File: config.mk
export PLATFORM = sky130hd
export DESIGN_NAME = cp0_exc_ctrl_flat
export DESIGN_NICKNAME = d
export VERILOG_FILES = /design/src/rtl/cp0_exc_ctrl_if.sv /design/src/rtl/cp0_exc_ctrl.sv /design/src/flat_wrapper.sv
export SDC_FILE = /design/constraint.sdc
export NUM_CORES = 1
export LEC_CHECK = 0
export CORE_MARGIN = 2
export CORE_UTILIZATION = 40
export CTS_CLUSTER_DIAMETER = 200
export DETAILED_ROUTE_END_ITERATION = 8
export PLACE_DENSITY = 0.84
export SYNTH_ARGS = -nofsm -noshare
export SYNTH_HDL_FRONTEND = slang
export SYNTH_SLANG_ARGS = --single-unit
export TNS_END_PERCENT = 100
File: constraint.sdc
create_clock -name clk -period 2.6 [get_ports clk]
set_input_delay 0.52 -clock clk [delete_from_list [all_inputs] [get_ports clk]]
set_output_delay 0.52 -clock clk [all_outputs]
set_load 0.005 [all_outputs]
File: src/rtl/cp0_exc_ctrl_if.sv
`default_nettype none
// ============================================================================
//  Module      : cp0_exc_ctrl_if
//  Description : Signal bundle between the commit stage / CP0 register file
//                and the exception sequencer. The master side is the
//                pipeline plus register file; the slave side is the
//                sequencer itself.
//  Revision    : 1.0 - initial release
// ============================================================================
interface cp0_exc_ctrl_if #(
    parameter int ADDR_W = 5
);
    // Commit-stage event inputs
    logic              exc_int_en_i;
    logic [31:0]       pc_i;
    logic              in_delay_slot_i;
    logic [6:0]        exc_flags_i;
    logic              eret_i;
    logic [31:0]       badvaddr_i;

    // Current CP0 state
    logic [31:0]       status_i;
    logic [31:0]       cause_i;
    logic [31:0]       epc_i;

    // Pipeline MTC0 request
    logic              mtc0_req_i;
    logic [ADDR_W-1:0] mtc0_addr_i;
    logic [31:0]       mtc0_data_i;
    logic              mtc0_ack_o;

    // CP0 write port
    logic              cp0_we_o;
    logic [ADDR_W-1:0] cp0_waddr_o;
    logic [31:0]       cp0_wdata_o;

    // Pipeline control
    logic              flush_o;
    logic              stall_o;
    logic              redirect_valid_o;
    logic [31:0]       redirect_pc_o;

    modport master (
        output exc_int_en_i, pc_i, in_delay_slot_i, exc_flags_i, eret_i,
               badvaddr_i, status_i, cause_i, epc_i,
               mtc0_req_i, mtc0_addr_i, mtc0_data_i,
        input  mtc0_ack_o, cp0_we_o, cp0_waddr_o, cp0_wdata_o,
               flush_o, stall_o, redirect_valid_o, redirect_pc_o
    );

    modport slave (
        input  exc_int_en_i, pc_i, in_delay_slot_i, exc_flags_i, eret_i,
               badvaddr_i, status_i, cause_i, epc_i,
               mtc0_req_i, mtc0_addr_i, mtc0_data_i,
        output mtc0_ack_o, cp0_we_o, cp0_waddr_o, cp0_wdata_o,
               flush_o, stall_o, redirect_valid_o, redirect_pc_o
    );
endinterface
`default_nettype wire

File: src/rtl/cp0_exc_ctrl.sv
`default_nettype none
// ============================================================================
//  Module      : cp0_exc_ctrl
//  Description : CP0 exception / interrupt sequencer and write-port arbiter.
//                Prioritises interrupts, committed exceptions and ERET,
//                sequences the EPC/CAUSE/STATUS/BADVADDR writes through the
//                single CP0 write port, arbitrates pipeline MTC0 writes onto
//                the same port and issues flush, stall and PC redirect.
//  Revision    : 1.0 - initial release
// ============================================================================
module cp0_exc_ctrl #(
    parameter logic [31:0] EXC_VECTOR = 32'hBFC00380,
    parameter int          ADDR_W     = 5
) (
    input  wire logic          clk,
    input  wire logic          rst,     // synchronous, active low
    cp0_exc_ctrl_if.slave      bus
);

    // CP0 register numbers used by the sequencer
    localparam logic [ADDR_W-1:0] ADDR_BADV   = ADDR_W'(8);
    localparam logic [ADDR_W-1:0] ADDR_STATUS = ADDR_W'(12);
    localparam logic [ADDR_W-1:0] ADDR_CAUSE  = ADDR_W'(13);
    localparam logic [ADDR_W-1:0] ADDR_EPC    = ADDR_W'(14);

    // Exception codes written to Cause.ExcCode
    localparam logic [4:0] EXC_INT  = 5'd0;
    localparam logic [4:0] EXC_ADEL = 5'd4;
    localparam logic [4:0] EXC_ADES = 5'd5;
    localparam logic [4:0] EXC_SYS  = 5'd8;
    localparam logic [4:0] EXC_BP   = 5'd9;
    localparam logic [4:0] EXC_RI   = 5'd10;
    localparam logic [4:0] EXC_OV   = 5'd12;

    typedef enum logic [2:0] {
        S_IDLE      = 3'd0,
        S_WR_EPC    = 3'd1,
        S_WR_CAUSE  = 3'd2,
        S_WR_STATUS = 3'd3,
        S_WR_BADV   = 3'd4,
        S_REDIRECT  = 3'd5
    } state_t;

    state_t state;
    state_t state_nxt;

    // Context captured at event acceptance
    logic [4:0]  excode_q;
    logic        bd_q;          // already resolved against a nested EXL
    logic [23:0] cause_hi_q;    // Cause[30:7], preserved across the write
    logic [31:0] epc_val_q;
    logic [31:0] badv_q;
    logic [31:0] status_q;
    logic [31:0] ret_pc_q;      // ERET target
    logic        is_eret_q;
    logic        need_badv_q;

    // Event detection
    logic        idle;
    logic        int_pend;
    logic        exc_req;
    logic        event_req;
    logic        eret_take;
    logic [4:0]  sel_code;
    logic        sel_badv;

    // Output drivers
    logic              mtc0_ack;
    logic              cp0_we;
    logic [ADDR_W-1:0] cp0_waddr;
    logic [31:0]       cp0_wdata;
    logic              flush;
    logic              stall;
    logic              redirect_valid;
    logic [31:0]       redirect_pc;

    assign idle     = (state == S_IDLE);
    assign int_pend = bus.status_i[0] & ~bus.status_i[1]
                    & (|(bus.cause_i[15:8] & bus.status_i[15:8]));

    // Only a valid commit slot can raise an event; nothing is taken while
    // the sequencer is busy or the block is held in reset.
    assign exc_req   = rst & idle & bus.exc_int_en_i
                     & (int_pend | (|bus.exc_flags_i));
    assign eret_take = rst & idle & bus.exc_int_en_i & bus.eret_i & ~exc_req;
    assign event_req = exc_req | eret_take;

    // Fixed-priority selection of the exception code and BadVAddr need
    always_comb begin
        sel_code = EXC_INT;
        sel_badv = 1'b0;
        if (int_pend) begin
            sel_code = EXC_INT;
        end else if (bus.exc_flags_i[0]) begin      // AdEL on fetch
            sel_code = EXC_ADEL;
            sel_badv = 1'b1;
        end else if (bus.exc_flags_i[1]) begin      // reserved instruction
            sel_code = EXC_RI;
        end else if (bus.exc_flags_i[2]) begin      // overflow
            sel_code = EXC_OV;
        end else if (bus.exc_flags_i[3]) begin      // syscall
            sel_code = EXC_SYS;
        end else if (bus.exc_flags_i[4]) begin      // break
            sel_code = EXC_BP;
        end else if (bus.exc_flags_i[5]) begin      // AdEL on data
            sel_code = EXC_ADEL;
            sel_badv = 1'b1;
        end else if (bus.exc_flags_i[6]) begin      // AdES
            sel_code = EXC_ADES;
            sel_badv = 1'b1;
        end
    end

    // Capture the faulting context on the accept cycle
    always_ff @(posedge clk) begin
        if (!rst) begin
            excode_q    <= 5'd0;
            bd_q        <= 1'b0;
            cause_hi_q  <= 24'd0;
            epc_val_q   <= 32'd0;
            badv_q      <= 32'd0;
            status_q    <= 32'd0;
            ret_pc_q    <= 32'd0;
            is_eret_q   <= 1'b0;
            need_badv_q <= 1'b0;
        end else if (event_req) begin
            excode_q    <= sel_code;
            // A nested exception must not disturb the BD bit of the
            // original fault, so keep the old one when EXL is set.
            bd_q        <= bus.status_i[1] ? bus.cause_i[31]
                                           : bus.in_delay_slot_i;
            cause_hi_q  <= bus.cause_i[30:7];
            // Delay-slot faults restart at the branch; wraps modulo 2^32.
            epc_val_q   <= bus.in_delay_slot_i ? (bus.pc_i - 32'd4)
                                               : bus.pc_i;
            badv_q      <= bus.badvaddr_i;
            status_q    <= bus.status_i;
            ret_pc_q    <= bus.epc_i;
            is_eret_q   <= eret_take;
            need_badv_q <= exc_req & sel_badv;
        end
    end

    // State register
    always_ff @(posedge clk) begin
        if (!rst) begin
            state <= S_IDLE;
        end else begin
            state <= state_nxt;
        end
    end

    // Next state, write-port mux, arbitration and pipeline control
    always_comb begin
        state_nxt      = state;
        mtc0_ack       = 1'b0;
        cp0_we         = 1'b0;
        cp0_waddr      = '0;
        cp0_wdata      = 32'd0;
        flush          = 1'b0;
        stall          = 1'b0;
        redirect_valid = 1'b0;
        redirect_pc    = 32'd0;

        // Everything stays quiet while reset is asserted.
        if (rst) begin
            case (state)
                S_IDLE: begin
                    if (exc_req) begin
                        flush     = 1'b1;
                        stall     = 1'b1;
                        // Already at EXL: EPC keeps the outer return point.
                        state_nxt = bus.status_i[1] ? S_WR_CAUSE : S_WR_EPC;
                    end else if (eret_take) begin
                        flush     = 1'b1;
                        stall     = 1'b1;
                        state_nxt = S_WR_STATUS;
                    end else if (bus.mtc0_req_i) begin
                        mtc0_ack  = 1'b1;
                        cp0_we    = 1'b1;
                        cp0_waddr = bus.mtc0_addr_i;
                        cp0_wdata = bus.mtc0_data_i;
                    end
                end
                S_WR_EPC: begin
                    stall     = 1'b1;
                    cp0_we    = 1'b1;
                    cp0_waddr = ADDR_EPC;
                    cp0_wdata = epc_val_q;
                    state_nxt = S_WR_CAUSE;
                end
                S_WR_CAUSE: begin
                    stall     = 1'b1;
                    cp0_we    = 1'b1;
                    cp0_waddr = ADDR_CAUSE;
                    cp0_wdata = {bd_q, cause_hi_q, excode_q, 2'b00};
                    state_nxt = S_WR_STATUS;
                end
                S_WR_STATUS: begin
                    stall     = 1'b1;
                    cp0_we    = 1'b1;
                    cp0_waddr = ADDR_STATUS;
                    cp0_wdata = is_eret_q ? (status_q & ~32'h2)
                                          : (status_q |  32'h2);
                    state_nxt = need_badv_q ? S_WR_BADV : S_REDIRECT;
                end
                S_WR_BADV: begin
                    stall     = 1'b1;
                    cp0_we    = 1'b1;
                    cp0_waddr = ADDR_BADV;
                    cp0_wdata = badv_q;
                    state_nxt = S_REDIRECT;
                end
                S_REDIRECT: begin
                    redirect_valid = 1'b1;
                    redirect_pc    = is_eret_q ? ret_pc_q : EXC_VECTOR;
                    state_nxt      = S_IDLE;
                end
                default: begin
                    state_nxt = S_IDLE;
                end
            endcase
        end
    end

    assign bus.mtc0_ack_o       = mtc0_ack;
    assign bus.cp0_we_o         = cp0_we;
    assign bus.cp0_waddr_o      = cp0_waddr;
    assign bus.cp0_wdata_o      = cp0_wdata;
    assign bus.flush_o          = flush;
    assign bus.stall_o          = stall;
    assign bus.redirect_valid_o = redirect_valid;
    assign bus.redirect_pc_o    = redirect_pc;

endmodule
`default_nettype wire
File: src/flat_wrapper.sv
// flat-port wrapper written by rule: the top's interface ports become plain ports
module cp0_exc_ctrl_flat 
#(
    parameter logic [31:0] EXC_VECTOR = 32'hBFC00380,
    parameter int          ADDR_W     = 5
)
  (clk, rst, bus_exc_int_en_i, bus_pc_i, bus_in_delay_slot_i, bus_exc_flags_i, bus_eret_i, bus_badvaddr_i, bus_status_i, bus_cause_i, bus_epc_i, bus_mtc0_req_i, bus_mtc0_addr_i, bus_mtc0_data_i, bus_mtc0_ack_o, bus_cp0_we_o, bus_cp0_waddr_o, bus_cp0_wdata_o, bus_flush_o, bus_stall_o, bus_redirect_valid_o, bus_redirect_pc_o);
  cp0_exc_ctrl_if #(.ADDR_W(ADDR_W)) bus_i ();
  input  wire logic clk;
  input  wire logic rst;
  input wire logic [$bits(bus_i.exc_int_en_i)-1:0] bus_exc_int_en_i;
  input wire logic [$bits(bus_i.pc_i)-1:0] bus_pc_i;
  input wire logic [$bits(bus_i.in_delay_slot_i)-1:0] bus_in_delay_slot_i;
  input wire logic [$bits(bus_i.exc_flags_i)-1:0] bus_exc_flags_i;
  input wire logic [$bits(bus_i.eret_i)-1:0] bus_eret_i;
  input wire logic [$bits(bus_i.badvaddr_i)-1:0] bus_badvaddr_i;
  input wire logic [$bits(bus_i.status_i)-1:0] bus_status_i;
  input wire logic [$bits(bus_i.cause_i)-1:0] bus_cause_i;
  input wire logic [$bits(bus_i.epc_i)-1:0] bus_epc_i;
  input wire logic [$bits(bus_i.mtc0_req_i)-1:0] bus_mtc0_req_i;
  input wire logic [$bits(bus_i.mtc0_addr_i)-1:0] bus_mtc0_addr_i;
  input wire logic [$bits(bus_i.mtc0_data_i)-1:0] bus_mtc0_data_i;
  output wire logic [$bits(bus_i.mtc0_ack_o)-1:0] bus_mtc0_ack_o;
  output wire logic [$bits(bus_i.cp0_we_o)-1:0] bus_cp0_we_o;
  output wire logic [$bits(bus_i.cp0_waddr_o)-1:0] bus_cp0_waddr_o;
  output wire logic [$bits(bus_i.cp0_wdata_o)-1:0] bus_cp0_wdata_o;
  output wire logic [$bits(bus_i.flush_o)-1:0] bus_flush_o;
  output wire logic [$bits(bus_i.stall_o)-1:0] bus_stall_o;
  output wire logic [$bits(bus_i.redirect_valid_o)-1:0] bus_redirect_valid_o;
  output wire logic [$bits(bus_i.redirect_pc_o)-1:0] bus_redirect_pc_o;
  assign bus_i.exc_int_en_i = bus_exc_int_en_i;
  assign bus_i.pc_i = bus_pc_i;
  assign bus_i.in_delay_slot_i = bus_in_delay_slot_i;
  assign bus_i.exc_flags_i = bus_exc_flags_i;
  assign bus_i.eret_i = bus_eret_i;
  assign bus_i.badvaddr_i = bus_badvaddr_i;
  assign bus_i.status_i = bus_status_i;
  assign bus_i.cause_i = bus_cause_i;
  assign bus_i.epc_i = bus_epc_i;
  assign bus_i.mtc0_req_i = bus_mtc0_req_i;
  assign bus_i.mtc0_addr_i = bus_mtc0_addr_i;
  assign bus_i.mtc0_data_i = bus_mtc0_data_i;
  assign bus_mtc0_ack_o = bus_i.mtc0_ack_o;
  assign bus_cp0_we_o = bus_i.cp0_we_o;
  assign bus_cp0_waddr_o = bus_i.cp0_waddr_o;
  assign bus_cp0_wdata_o = bus_i.cp0_wdata_o;
  assign bus_flush_o = bus_i.flush_o;
  assign bus_stall_o = bus_i.stall_o;
  assign bus_redirect_valid_o = bus_i.redirect_valid_o;
  assign bus_redirect_pc_o = bus_i.redirect_pc_o;
  cp0_exc_ctrl #(.EXC_VECTOR(EXC_VECTOR), .ADDR_W(ADDR_W)) u_core (.clk(clk), .rst(rst), .bus(bus_i));
endmodule
Word-level counts from Yosys, hierarchy flattened
Cells that the tools add are included.
{"block": "totals", "regBits": 163, "input_bits": 210, "wordCells": 86}
{"block": "classes", "add_sub_neg": 1, "eq_ne": 6, "mux": 52, "n_bitwise": 13, "reduce_logical": 4}
{"operator": "$mux W32", "n": 8}
{"operator": "$pmux W32 S5", "n": 1}
{"operator": "$mux W5", "n": 11}
{"operator": "$sub A32 B3 Y32 const B", "n": 1}
{"operator": "$pmux W5 S5", "n": 1}
{"operator": "$mux W1", "n": 23}
{"operator": "$pmux W3 S5", "n": 1}
{"operator": "$mux W3", "n": 3}
{"operator": "$and A1 B1 Y1", "n": 8}
{"operator": "$and A8 B8 Y8", "n": 1}
{"operator": "$reduce_or A8 Y1", "n": 1}
{"operator": "$reduce_or A7 Y1", "n": 1}
{"operator": "$eq A3 B2 Y1 const B", "n": 2}
{"operator": "$eq A3 B3 Y1 const B", "n": 2}
{"operator": "$mux W2", "n": 2}
{"operator": "$pmux W1 S2", "n": 2}
{"operator": "$reduce_or A4 Y1", "n": 1}
{"operator": "$eq A3 B1 Y1 const B", "n": 1}
{"operator": "$logic_not A3 Y1", "n": 1}
{"operator": "$ne A3 B3 Y1 const B", "n": 1}
{"operator": "$not A1 Y1", "n": 2}
{"operator": "$or A1 B1 Y1", "n": 2}

Depth between registers and ports, before layout
{"block": "logic_depth", "depth_word": 11, "mapped_depth": 10}

Least setup slack after synthesis
OpenSTA, ideal clock, no wires.
{"block": "synth_path", "path_type": "in2out", "from": "input port bus_exc_flags_i[3]", "to": "output port bus_cp0_wdata_o[22]", "t_arrival_ps": 2276, "slack_ps": -196, "stages": 7, "path_buffers": 1, "path_cell_list": "or4_4 -> or3_1 -> o31ai_4 -> inv_2 -> nor2_4 -> buf_4 -> o2bb2ai_1"}
{"block": "synth_via", "elab_chain_cells": 9}
{"element": "from (decl)", "line_no": "flat_wrapper.sv:14", "source": "input wire logic [$bits(bus_i.exc_flags_i)-1:0] bus_exc_flags_i;"}
{"element": "$reduce_or A7 Y1 (*)", "line_no": "cp0_exc_ctrl.sv:84", "source": "& (int_pend | (|bus.exc_flags_i));"}
{"element": "$or A1 B1 Y1 (*)", "line_no": "cp0_exc_ctrl.sv:84"}
{"element": "$and A1 B1 Y1 (*)", "line_no": "cp0_exc_ctrl.sv:84"}
{"element": "$not A1 Y1", "line_no": "cp0_exc_ctrl.sv:85", "source": "assign eret_take = rst & idle & bus.exc_int_en_i & bus.eret_i & ~exc_req;"}
{"element": "$and A1 B1 Y1", "line_no": "cp0_exc_ctrl.sv:85"}
{"element": "$mux W32", "line_no": "cp0_exc_ctrl.sv:174", "source": "end else if (eret_take) begin"}
{"element": "$mux W32 (*)", "line_no": "cp0_exc_ctrl.sv:169", "source": "if (exc_req) begin"}
{"element": "$pmux W32 S5 (*)", "line_no": "cp0_exc_ctrl.sv:167", "source": "case (state)"}
{"element": "$mux W32 (*)", "line_no": "cp0_exc_ctrl.sv:166", "source": "if (rst) begin"}
{"element": "to (decl)", "line_no": "flat_wrapper.sv:26", "source": "output wire logic [$bits(bus_i.cp0_wdata_o)-1:0] bus_cp0_wdata_o;"}
Mark *: on every way between the ends. The rest lies on a longest branch, timed or not.

Worst setup path after layout
{"block": "layout_path", "from": "input port bus_exc_flags_i[3]", "to": "output port bus_cp0_wdata_o[18]"}
The elaborated chain is that of the path after synthesis.

==> impl_metrics.tcl <==
set metrics [dict create \
    crit_fanout 4 \
    cp.arrival_ns 2.65 \
    critPathMostFrequentCell "buf_12" \
    ys_top_cells_by_area "dfxtp_1 (42%), nand2_1 (13%), a21oi_1 (9.7%)" \
    h-tree-depth 4 \
    rsz0062_at_grt "yes" \
    slowest_delay_ns 0.43 \
    clock_skew_ns 0.00879 \
    clock.fmax_mhz 315 \
    ys_seq_area_share_pct 42.4 \
    start_util_pct 40.8 \
    fin_util_pct 65.6 \
    io_pins 284 \
    path_cells "clkdlybuf4s15_1 > or4_4 > or3_4 > o31ai_4 > inv_6 > nor2_4 > buf_12 > buf_8 > buf_12 > buf_16 > o2bb2ai_1 > buf_2" \
    ys.flop_type "dfxtp_1" \
    routed_wl_mm 28.2 \
    syn_nets 1174 \
    synth.cell_area_um2 7600 \
    slowest_stage "or4_4" \
    syn_to_final_growth_pct 61.0 \
    worst_setup_path_start_kind "primary input" \
    timing_hold_violations_final 0 \
    cts_max_path_buffers 2 \
    yosysWarnings 0 \
    drt-vias-per-instance 5.47 \
    critPathCaptureType "output pin" \
    io_buffers 276 \
    ir_drop_v 0.000429 \
    leakage_uw 0.00493 \
    finalPower_uw 8770 \
    place_hpwl_mm 18.6 \
    place_ws_ns -1.15 \
    slew_violations 0 \
    clock-sinks 161 \
    worst_slack_ns -0.570 \
    worst-endpoint-required_ns 2.08 \
    status "finished with violations" \
    via_count 8423 \
    r2r_end "u_core.epc_val_q[21]$_SDFFE_PN0N_" \
    synth_cells 963 \
    multiInputGateArea_um2 4200 \
    power_density_nw_per_um2 717 \
    r2r_cells 9 \
    violations "negative setup slack" \
    grt_max_degree 61 \
    reg2reg_setup_slack_ns 0.50 \
    die_x_um 142 \
    seqCellArea_um2 3220 \
    num-nets-final 1503 \
    cts_tree "yes" \
    drt_iter0_markers 524 \
    cts_made_buffers 17 \
    synth_top_cell_area_share_pct 42.4 \
    grt_usage_pct 26.6 \
    final-setup-viol-count 41 \
    critPathLaunch "bus_exc_flags_i[3]" \
    r2r-start "u_core.state[1]$_SDFFE_PN0P_" \
    post_drt_wl_per_cell_um 18.3 \
    std_cell_rows 50 \
    antenna_found_initial 1 \
    drc 0 \
    endpoint "bus_cp0_wdata_o[18]" \
    core-area_um2 18600 \
    die_y_um 142 \
    clk-insertion-delay-late_ns 0.42 \
    hold_path_class "primary input to flip-flop" \
    place.gp.congestion 0.891 \
    drt_pass1_iterations 5 \
    ant_nets 0 \
    avgSynthCellArea_um2 7.89 \
    whs_ns 0.405 \
    overflow 0 \
    clk_pin_slew_ns 0.07 \
    cap_violations 0 \
    yosysMostFrequentCell "nand2_1" \
    first_global_vias 8047 \
    async_reset_ff_share_pct 0 \
    maxSlewHeadroom_pct 66.3 \
    grt_pass1_wl_mm 42.2 \
    fill_cells 1527 \
    tightestPinTransition_ns 0.505 \
    ys_ff_latch 161 \
    fin_crit_ns 3.17 \
    synth_area_leader_cell "dfxtp_1" \
    period_share_pct 122 \
    die_area_um2 20100 \
    ys_top_cells_by_count "nand2_1 (255), dfxtp_1 (161), a21oi_1 (147), clkbuf_1 (51)" \
    critPathKind "primary input to output pin" \
    drive_gt1_share_pct 19.9 \
    synthDistinctLibCells 49 \
    cts-root-buf "clkbuf_16" \
    synth_edf_count 0 \
]
## cells in the final DEF (no fill, tap or decap), drive strengths merged, types with 11 or more instances in the layout
cell           netlist  routed
nor4                11      11
and2                23      23
nand2              255     255
buf                 32     160
o21ai               22      22
a221oi              29      29
o21a                12      12
a22o                34      34
nor3                14      14
dfxtp              161     161
o2bb2ai             30      30
dlymetal6s2s         0      30
clkdlybuf4s50        0     187
xnor2               26      26
a21oi              147     147
nor2                35      35
clkbuf              51      20
a211oi              15      15
inv                  8      12
## metal layers
metal,wire [µm],global-route usage [%]
met5,0,0
met4,1160,10.1
met3,1950,6.34
met2,13500,45.2
met1,11500,32.8
## worst max-delay path, delay by kind of cell
family	cells	cell delay, ns
buffers and inverters	7	0.82
AOI/OAI and AO/OA	2	0.38
and+or+nand+nor	3	0.91
## state kept, by name (all words and copies together) (netlist names)
name / flops
u_core.ret_pc_q: 32
u_core.excode_q: 4
u_core.state: 3
u_core.bd_q: 1
u_core.need_badv_q: 1
u_core.status_q: 31
u_core.cause_hi_q: 24
u_core.badv_q: 32
u_core.epc_val_q: 32
u_core.is_eret_q: 1
## worst min-delay path by stage
stage,startpoint,endpoint,slack (ns),cells past startpoint
2_1_floorplan,u_core.ret_pc_q[0]$_SDFFE_PN0N_,u_core.ret_pc_q[0]$_SDFFE_PN0N_,0.43,2
3_3_place_gp,u_core.ret_pc_q[3]$_SDFFE_PN0N_,u_core.ret_pc_q[3]$_SDFFE_PN0N_,0.43,2
3_5_place_dp,u_core.ret_pc_q[1]$_SDFFE_PN0N_,u_core.ret_pc_q[1]$_SDFFE_PN0N_,0.44,2
4_1_cts,u_core.ret_pc_q[1]$_SDFFE_PN0N_,u_core.ret_pc_q[1]$_SDFFE_PN0N_,0.45,2
5_1_grt,bus_status_i[12],u_core.status_q[12]$_SDFFE_PN0N_,0.41,3
6_report,bus_status_i[12],u_core.status_q[12]$_SDFFE_PN0N_,0.41,3
## area by class of cell
| cell class | count | share of cell area, % |
|---|---|---|
| multi-input combinational | 711 | 34.3 |
| timing repair buffer | 393 | 31.8 |
| sequential | 161 | 26.4 |
| clock buffer | 17 | 3.48 |
| tap | 234 | 2.39 |
| clock inverter | 14 | 1.29 |
| inverter | 8 | 0.307 |
| antenna | 1 | 0.0205 |
## kinds of logic after synthesis
group                      share of synthesized area (%)
DFF                                                 42.4
adders and majority gates                          0.165
muxes                                              0.132
xor gates and xnor gates                            3.23
and+or+nand+nor                                     21.1
buffers and inverters                               5.29
AOI/OAI and AO/OA                                   27.7
## timing repair
item / 4_1_cts / 5_1_grt
pin swaps: 17 / 17
hold buffers: 0 / 0
gates resized for setup: 244 / 73
endpoints found under the setup margin: 201 / 174
buffers inserted: 20 / 20
hold endpoints to repair: 0 / 0
cloned: 10 / 1
## power breakdown
part           total [µW]  internal (µW)  switching [µW]
sequential           3030           2830             198
combinational        3230           1560            1670
clock                2510           1420            1090
## through the flow
stage          cell area [µm²]  setup TNS, ns  std cells
2_1_floorplan             7660          -4.45        963
3_3_place_gp             11000        -151.56       1462
3_5_place_dp             11000        -163.79       1462
4_1_cts                  12000         -22.89       1520
5_1_grt                  12200         -20.87       1539
6_report                 12200         -19.02       1539
Note: power is estimated with default switching activity, not from simulation.
